$ cat src/rtl/mem_stage_hs.sv
// mem_stage_hs: MEM pipeline stage with data-memory handshake, alignment checks, lane steering and wait timeout
module mem_stage_hs #(
  parameter int ADDR_W = 32,
  parameter int TIMEOUT = 15
) (
  input  logic              clk,
  input  logic              reset,
  input  logic              in_valid,
  input  logic              mem_wr,
  input  logic              mem_to_reg,
  input  logic              reg_wr,
  input  logic              loadext,
  input  logic [1:0]        dsize,
  input  logic [ADDR_W-1:0] exec_result,
  input  logic [31:0]       busb,
  input  logic [4:0]        rw,
  input  logic              flush,
  output logic              stall,
  output logic              dm_req,
  output logic              dm_we,
  output logic [ADDR_W-1:0] dm_addr,
  output logic [31:0]       dm_wdata,
  output logic [3:0]        dm_be,
  input  logic              dm_ready,
  input  logic [31:0]       dm_rdata,
  output logic              wb_valid,
  output logic              wb_regwr,
  output logic              wb_memtoreg,
  output logic [4:0]        wb_rw,
  output logic [31:0]       wb_data,
  output logic [ADDR_W-1:0] wb_exec,
  output logic              misalign_err,
  output logic              timeout_err
);
  typedef enum logic [1:0] {IDLE, BUSY, DONE} state_t;
  state_t state, state_nx;
  logic [7:0] cnt;
  logic mem_op, aligned, accept, go_busy, misal, timeout;
  logic [3:0] be;
  logic [31:0] wdata, ld_data;
  logic [7:0] b_sel;
  logic [15:0] h_sel;
  logic [1:0] l_size, l_off;
  logic l_ext, l_regwr, l_memtoreg;
  logic [4:0] l_rw;
  logic [ADDR_W-1:0] l_exec;
  always_comb begin
    mem_op = mem_wr | mem_to_reg;
    aligned = dsize == 2'b00 | (dsize == 2'b01 & !exec_result[0]) | (dsize == 2'b11 & exec_result[1:0] == 2'b00);
    accept = state == IDLE & in_valid & !flush;
    go_busy = accept & mem_op & aligned;
    misal = accept & mem_op & !aligned;
    timeout = state == BUSY & !dm_ready & cnt == 8'(TIMEOUT - 1);
    stall = state == BUSY | go_busy;
    state_nx = go_busy ? BUSY : state == BUSY ? (dm_ready ? DONE : timeout ? IDLE : BUSY) : IDLE;
    be = !mem_wr ? 4'b1111 : dsize == 2'b00 ? 4'b0001 << exec_result[1:0] : dsize == 2'b01 ? (exec_result[1] ? 4'b1100 : 4'b0011) : 4'b1111;
    wdata = dsize == 2'b00 ? {4{busb[7:0]}} : dsize == 2'b01 ? {2{busb[15:0]}} : busb;
    b_sel = 8'(dm_rdata >> {l_off, 3'b000});
    h_sel = l_off[1] ? dm_rdata[31:16] : dm_rdata[15:0];
    ld_data = l_size == 2'b00 ? {{24{l_ext & b_sel[7]}}, b_sel} : l_size == 2'b01 ? {{16{l_ext & h_sel[15]}}, h_sel} : dm_rdata;
  end
  always_ff @(posedge clk)
    state <= reset ? IDLE : state_nx;
  always_ff @(posedge clk) begin
    if (reset) begin
      cnt <= '0;
      dm_req <= 1'b0;
      dm_we <= 1'b0;
      dm_addr <= '0;
      dm_wdata <= '0;
      dm_be <= '0;
      wb_valid <= 1'b0;
      wb_regwr <= 1'b0;
      wb_memtoreg <= 1'b0;
      wb_rw <= '0;
      wb_data <= '0;
      wb_exec <= '0;
      misalign_err <= 1'b0;
      timeout_err <= 1'b0;
      l_size <= '0;
      l_off <= '0;
      l_ext <= 1'b0;
      l_regwr <= 1'b0;
      l_memtoreg <= 1'b0;
      l_rw <= '0;
      l_exec <= '0;
    end else begin
      wb_valid <= 1'b0;
      misalign_err <= 1'b0;
      timeout_err <= 1'b0;
      if (accept & !go_busy) begin
        wb_valid <= 1'b1;
        wb_regwr <= reg_wr & !misal;
        wb_memtoreg <= mem_to_reg;
        wb_rw <= rw;
        wb_exec <= exec_result;
        misalign_err <= misal;
      end
      if (go_busy) begin
        cnt <= '0;
        dm_req <= 1'b1;
        dm_we <= mem_wr;
        dm_addr <= {exec_result[ADDR_W-1:2], 2'b00};
        dm_be <= be;
        dm_wdata <= wdata;
        l_size <= dsize;
        l_off <= exec_result[1:0];
        l_ext <= loadext;
        l_regwr <= reg_wr;
        l_memtoreg <= mem_to_reg;
        l_rw <= rw;
        l_exec <= exec_result;
      end
      if (state == BUSY) begin
        if (dm_ready | timeout) begin
          dm_req <= 1'b0;
          wb_valid <= 1'b1;
          wb_regwr <= l_regwr & dm_ready;
          wb_memtoreg <= l_memtoreg;
          wb_rw <= l_rw;
          wb_exec <= l_exec;
          timeout_err <= timeout;
        end else
          cnt <= cnt + 8'd1;
        if (dm_ready & !dm_we)
          wb_data <= ld_data;
      end
    end
  end
endmodule
$ cat config.mk
export PLATFORM = sky130hd
export DESIGN_NAME = mem_stage_hs
export DESIGN_NICKNAME = d
export VERILOG_FILES = /design/src/rtl/mem_stage_hs.sv
export SDC_FILE = /design/constraint.sdc
export NUM_CORES = 1
export LEC_CHECK = 0
export CAP_MARGIN = 20
export CORE_MARGIN = 3
export CORE_UTILIZATION = 47
export CTS_BUF_LIST = sky130_fd_sc_hd__clkbuf_8
export CTS_CLUSTER_SIZE = 25
export DETAILED_ROUTE_END_ITERATION = 10
export PLACE_DENSITY_LB_ADDON = 0.25
export SYNTH_ARGS = -nofsm -noshare
export SYNTH_HDL_FRONTEND = slang
export SYNTH_SLANG_ARGS = --single-unit
$ cat constraint.sdc
create_clock -name clk -period 2.5 [get_ports clk]
set_clock_uncertainty 0.05 [all_clocks]
set_input_delay 0.5 -clock clk [delete_from_list [all_inputs] [get_ports clk]]
set_output_delay 0.5 -clock clk [all_outputs]
set_load 0.1 [all_outputs]
==> results by group, run 1 <==
Yosys
  – Post-synthesis sequential area ratio: 44.6%
  – Post-synthesis xor/xnor area fraction: 0.714%
  – Top cell type's share of synthesized area: 44.6%
  – EDFF count, synth: 0
  – Ranking of synthesized cells by area: dfxtp_1, nand2_1, mux2i_1
  – Adder-Cell Fraction of Synth Area: 0.340%
  – Synthesized cell area: 7360 um^2
  – Synthesis warning total: 0
  – Simple-gate area share of the yosys netlist: 14.9%
  – Synth Flop Type: dfxtp_1
  – Unique masters post-synth: 53
  – Post-synth top area cell: dfxtp_1
  – Mux share of post-synthesis cell area: 9.78%
  – Share of synthesized registers carrying an async set or reset: 0%
  – Complex-gate fraction of the synthesized area: 20.5%
  – Yosys reg bits: 164
  – Syn avg cell area: 8.79 um^2
  – Cell count after synthesis: 837
  – Largest family of logic cells by synthesized area: compound AO/OA/AOI/OAI gates

GRT
  – First-pass GRT wire length: 33800 um
  – M1 GR Usage: 30.1%
  – GR Util All Layers: 24.1%
  – M3 GR Usage: 8.35%
  – Antenna violations before repair: 1
  – Met2 Resource Use GR: 38.2%
  – Largest net degree at the start of global routing: 69
  – Grt total ovfl: 0
  – GRT Max-Usage Layer: met2
  – Vias in the first global route: 6402

CTS
  – Cts bufs inserted: 17
  – CTS Sinks: 164
  – Reg clk slew, reported paths: 90 ps
  – Root buf cell: clkbuf_8
  – Hold-fix buffers at CTS: 0
  – Worst-Skew Late Latency: 460 ps
  – CTS Buffer Depth: 2
  – H-tree Lvls: 4
  – CTS tree: yes

Run status
  – Status: completed

Timing
  – Worst-margin pin slew: 569 ps
  – Final Hold Fails: 0
  – Worst setup margin: 81.7 ps
  – Minimum clock period: 2420 ps
  – Final slew viol count: 0
  – Fin crit share: 96.7%
  – RSZ-0062 raised after global routing: false
  – Final setup fails: 0
  – Fin Hold WS: 406 ps
  – Rel. slew slack: 62.0%
  – FMAX: 414 MHz

Routing
  – Per-cell routed wire length: 16.6 um
  – DRC violations left: 0
  – Vias: 6700
  – Vias per cell: 5.28
  – Routed Antenna Nets: 0
  – DR pass1 iterations: 5
  – WL final: 21100 um
  – DRT iter0 DRCs: 429

Die
  – I/O pin count: 257
  – Initial Util: 48.2%
  – Die Footprint: 17200 um^2
  – Core ar.: 15300 um^2
  – Die H: 131 um
  – Die width: 131 um
  – Std-Cell Rows: 45

Placed design
  – HPWL Detailed: 14800 um
  – Post-Place Worst Slack: -67.5 ps
  – IO Port Bufs: 254
  – Placed Area: 9570 um^2
  – Routability cong.: 0.833

Worst setup path
  – Slowest-stage cell, CP: clkdlybuf4s50_1
  – Crit Path Max Fanout: 2
  – CP endpoint kind: primary output
  – Setup crit start kind: input port
  – Worst endpoint data arrival time: 1870 ps
  – Required @ worst endpoint: 1950 ps
  – R2r setup slk: 510 ps
  – Critical path type: input port to primary output
  – Max stage delay on crit path: 460 ps
  – CP cell instances: clkdlybuf4s50_1 -> nor4b_4 -> o21ai_2 -> or2_4 -> nand2_2 -> buf_12

Layout
  – Synthesis-to-finish area growth: 35.8%
  – NumNets Final: 1159
  – Final Core Density: 65.5%
  – Fin area: 9990 um^2
  – Layout cells sized above 1: 21.7%

Pwr
  – Power per cell area: 619 nW/um^2
  – Pleak: 3.83 nW
  – Peak VDD IR: 0.506 mV

Min path
  – Worst Hold Class: flop to flop

Run
  – Max_cap viols: 0
-- kinds of logic after synthesis --
| family | count (synthesis) |
|---|---|
| AND/OR/NAND/NOR | 262 |
| flip-flops | 164 |
| XOR/XNOR | 6 |
| adder cells (fa/ha/maj) | 2 |
| other | 1 |
| buffers and inverters | 118 |
| multiplexers | 63 |
| AO/OA/AOI/OAI | 221 |
-- final timing paths --
kind,startpoint,endpoint,cells after the start
max,in_valid,stall,6
min reg2reg,l_memtoreg,wb_memtoreg,1
max reg2reg,cnt[0],cnt[3],7
min,l_memtoreg,wb_memtoreg,1
-- critical path: cells and delay by family --
family / cells / cell delay [ps]
and+or+nand+nor: 3 / 610
buffers and inverters: 2 / 640
AOI/OAI and AO/OA: 1 / 110
-- power breakdown --
part | switching [mW] | internal (mW) | total [mW]
Sequential | 0.0545 | 2.70 | 2.75
Combinational | 0.970 | 0.433 | 1.40
Clock | 0.992 | 1.04 | 2.03
Total | 2.02 | 4.17 | 6.19
-- state kept, by name (all words and copies together) (netlist names), 2 cells and up --
signal	flops
wb_exec	32
l_exec	31
wb_data	32
l_rw	5
dm_wdata	32
state	2
cnt	8
wb_rw	5
l_size	2
dm_be	4
-- cell type report --
type,instances,area (um^2)
antenna,1,2.50
clock buffer,19,262
clock inverter,12,155
fill,1305,5260
inverter,20,75.1
multi-input combinational,556,3430
sequential,164,3280
tap,211,264
timing repair buffer,286,2520
-- metrics by stage --
| stage | setup TNS [ps] | total power, mW | instances |
|---|---|---|---|
| 2_1_floorplan | 0 | 3.78 | 838 |
| 3_3_place_gp | -812 | 4.21 | 1237 |
| 3_5_place_dp | -1810 | 4.22 | 1237 |
| 4_1_cts | 0 | 6.24 | 1268 |
| 5_1_grt | 0 | 6.42 | 1269 |
| 6_report | 0 | 6.19 | 1269 |
-- cells in the final DEF, fill, tap and decap left out, drive strengths merged, types with 8 or more instances in the layout --
master         count
o21ai             29
nand2            164
clkdlybuf4s50    108
inv               20
a211oi            32
o211ai             8
a311oi            12
mux2i             55
o2bb2ai           38
dfxtp            164
a221oi             9
buf              176
a21oi             71
clkbuf            19
nor2              62
o22ai              8
-- cell usage after synthesis (3+ instances only) --
cell,instances
dfxtp_1,164
nand2_1,164
a21oi_1,71
nor2_1,62
mux2i_1,55
o2bb2ai_1,38
buf_4,37
a211oi_1,31
clkbuf_1,28
o21ai_0,26
buf_2,23
inv_1,19
a311oi_1,12
o211ai_1,8
o22ai_1,8
a221oi_1,7
a22oi_1,7
buf_6,7
mux4_2,7
nand2b_1,6
xor2_1,5
nand3_1,4
nand4_1,4
nor2b_1,4
nor3_1,3
o21ai_1,3
or2_2,3
-- metal layers --
layer | routed length (um) | share of wire (%)
met5 | 0 | 0
met4 | 663 | 3.1
met3 | 1640 | 7.8
met2 | 9760 | 46
met1 | 9020 | 43
-- repair_timing --
action | CTS | global route
pin swaps | 0 | 1
gates resized for setup | 2 | 3
setup buffers | 0 | 0
endpoints found under the hold margin | 0 | 0
cloned | 0 | 0
setup endpoints to repair | 1 | 1
Power figures use the tool's default switching activity.
==> run 2, diff against run 1 <==
Settings changed: SKIP_CTS_REPAIR_TIMING from default to 1.
==> results by group, run 2 (synthesis gave the netlist of run 1 again) <==
Run status
  – Status: completed (unchanged)

Routing
  – Per-cell routed wire length: 16.6 um (about the same)
  – DR pass1 iterations: 5 (unchanged)
  – Vias per cell: 5.27 (was 5.28)
  – WL final: 21000 um (was 21100 um)
  – DRT iter0 DRCs: 429 (unchanged)
  – Vias: 6682 (was 6700)
  – Routed Antenna Nets: 0 (unchanged)
  – DRC violations left: 0 (unchanged)

Min path
  – Hold depth: 1 (unchanged)
  – Worst hold start: l_memtoreg (unchanged)
  – Worst Hold Class: flop to flop (unchanged)

CTS
  – CTS tree: yes (unchanged)
  – Reg clk slew, reported paths: 90 ps (about the same)
  – Root buf cell: clkbuf_8 (unchanged)
  – CTS Buffer Depth: 2 (unchanged)
  – Worst-Skew Late Latency: 460 ps (about the same)
  – H-tree Lvls: 4 (unchanged)
  – CTS Sinks: 164 (unchanged)
  – Cts bufs inserted: 17 (unchanged)

Layout
  – Multi-input logic area: 3430 um^2 (unchanged)
  – Commonest non-fill, non-tap cell in the layout: buf_4 (unchanged)
  – NumNets Final: 1159 (unchanged)
  – Final Core Density: 65.5% (about the same)
  – Synthesis-to-finish area growth: 35.9% (was 35.8%)
  – Biggest regs: dm_wdata: 32 flops, wb_data: 32 flops, wb_exec: 32 flops (unchanged)
  – Register area: 3280 um^2 (unchanged)
  – Most frequent cells in the layout: buf_4, dfxtp_1, nand2_1 (unchanged)
  – Fillers: 1304 (was 1305)
  – Fin area: 10000 um^2 (was 9990 um^2)
  – Layout cells sized above 1: 21.7% (unchanged)

Worst setup path
  – Reg2Reg Depth: 7 (unchanged)
  – Crit Path Max Fanout: 2 (unchanged)
  – Capture point of the worst path: stall (unchanged)
  – Worst endpoint data arrival time: 1870 ps (about the same)
  – Reg2reg start: cnt[0] (unchanged)
  – Setup crit start kind: input port (unchanged)
  – Required @ worst endpoint: 1950 ps (about the same)
  – Crit. Startpoint: in_valid (unchanged)
  – CP endpoint kind: primary output (unchanged)
  – R2r setup slk: 510 ps (about the same)
  – RR Endpoint: cnt[3] (unchanged)
  – Critical path type: input port to primary output (unchanged)

Timing
  – Total negative slack: 0 ps (unchanged)
  – Worst setup margin: 81.5 ps (was 81.7 ps)
  – FMAX: 413 MHz (was 414 MHz)
  – Final slew viol count: 0 (unchanged)
  – Fin Hold WS: 406 ps (about the same)
  – Fin crit share: 96.7% (about the same)
  – Rel. slew slack: 61.8% (was 62.0%)
  – Worst-margin pin slew: 571 ps (was 569 ps)
  – RSZ-0062 raised after global routing: false (unchanged)
  – Final Hold Fails: 0 (unchanged)
  – Minimum clock period: 2420 ps (about the same)
  – Final setup fails: 0 (unchanged)

GRT
  – First-pass GRT wire length: 33800 um (unchanged)
  – Vias in the first global route: 6402 (unchanged)
  – Grt total ovfl: 0 (unchanged)
  – M3 GR Usage: 8.35% (unchanged)
  – GRT Max-Usage Layer: met2 (unchanged)
  – GR Util All Layers: 24.1% (unchanged)
  – Largest net degree at the start of global routing: 69 (unchanged)
  – Met2 Resource Use GR: 38.2% (unchanged)
  – M1 GR Usage: 30.1% (unchanged)
  – Antenna violations before repair: 1 (unchanged)

Placed design
  – Post-Place Worst Slack: -67.5 ps (unchanged)
  – IO Port Bufs: 254 (unchanged)
  – Placed Area: 9570 um^2 (unchanged)
  – Routability cong.: 0.833 (unchanged)
  – HPWL Detailed: 14800 um (unchanged)

Pwr
  – Power per cell area: 619 nW/um^2 (about the same)
  – Pleak: 3.84 nW (was 3.83 nW)
  – Peak VDD IR: 0.506 mV (about the same)

Die
  – Core ar.: 15300 um^2 (unchanged)
  – Die width: 131 um (unchanged)
  – Die H: 131 um (unchanged)
  – Std-Cell Rows: 45 (unchanged)
  – Initial Util: 48.2% (unchanged)
  – I/O pin count: 257 (unchanged)
  – Die Footprint: 17200 um^2 (unchanged)

Run
  – Max_cap viols: 0 (unchanged)
==> run 2: cell count changes in the layout (fill, tap and decap cells not counted) <==
cell / before / now
dlygate4sd2_1: 1 / 0
dlymetal6s2s_1: 1 / 2
==> run 2: per-layer routing <==
| metal | up-vias | wire length [um] |
|---|---|---|
| li1 | 3310 | - |
| met1 | 3099 | 8970 |
| met2 | 229 | 9760 |
| met3 | 44 | 1630 |
| met4 | 0 | 659 |
| met5 | - | 0 |
==> run 2: worst min-delay path by stage <==
| stage | to | slack (ps) |
|---|---|---|
| global placement | wb_rw[2] | 390 |
| CTS | wb_data[0] | 410 |
| global route | dm_wdata[4] | 430 |
| floorplan | wb_memtoreg | 380 |
| detailed placement | wb_rw[2] | 400 |
| finish | wb_memtoreg | 410 |
==> run 2: critical path, stage by stage <==
cell	delay [ps]
clkdlybuf4s50_1	460
nor4b_4	280
o21ai_2	110
or2_4	250
nand2_2	80
buf_12	180
==> run 2: final cells by class <==
class	instances	area share, %
Timing Repair Buffer	286	25.3
Antenna cell	1	0.0250
Tap cell	211	2.64
Clock buffer	19	2.62
Inverter	20	0.751
Sequential cell	164	32.8
Multi-Input combinational cell	556	34.3
Clock inverter	12	1.55
==> run 2: through the flow <==
stage                     power, mW  cells
after floorplan                3.78    838
after global placement         4.21   1237
after detailed placement       4.22   1237
after CTS                      6.24   1268
after global routing           6.42   1269
final                          6.19   1269
==> run 2: where the power goes <==
group          switching (mW)  internal (mW)
clock network           0.993           1.04
logic                   0.970          0.433
registers              0.0546           2.70
total                    2.02           4.17
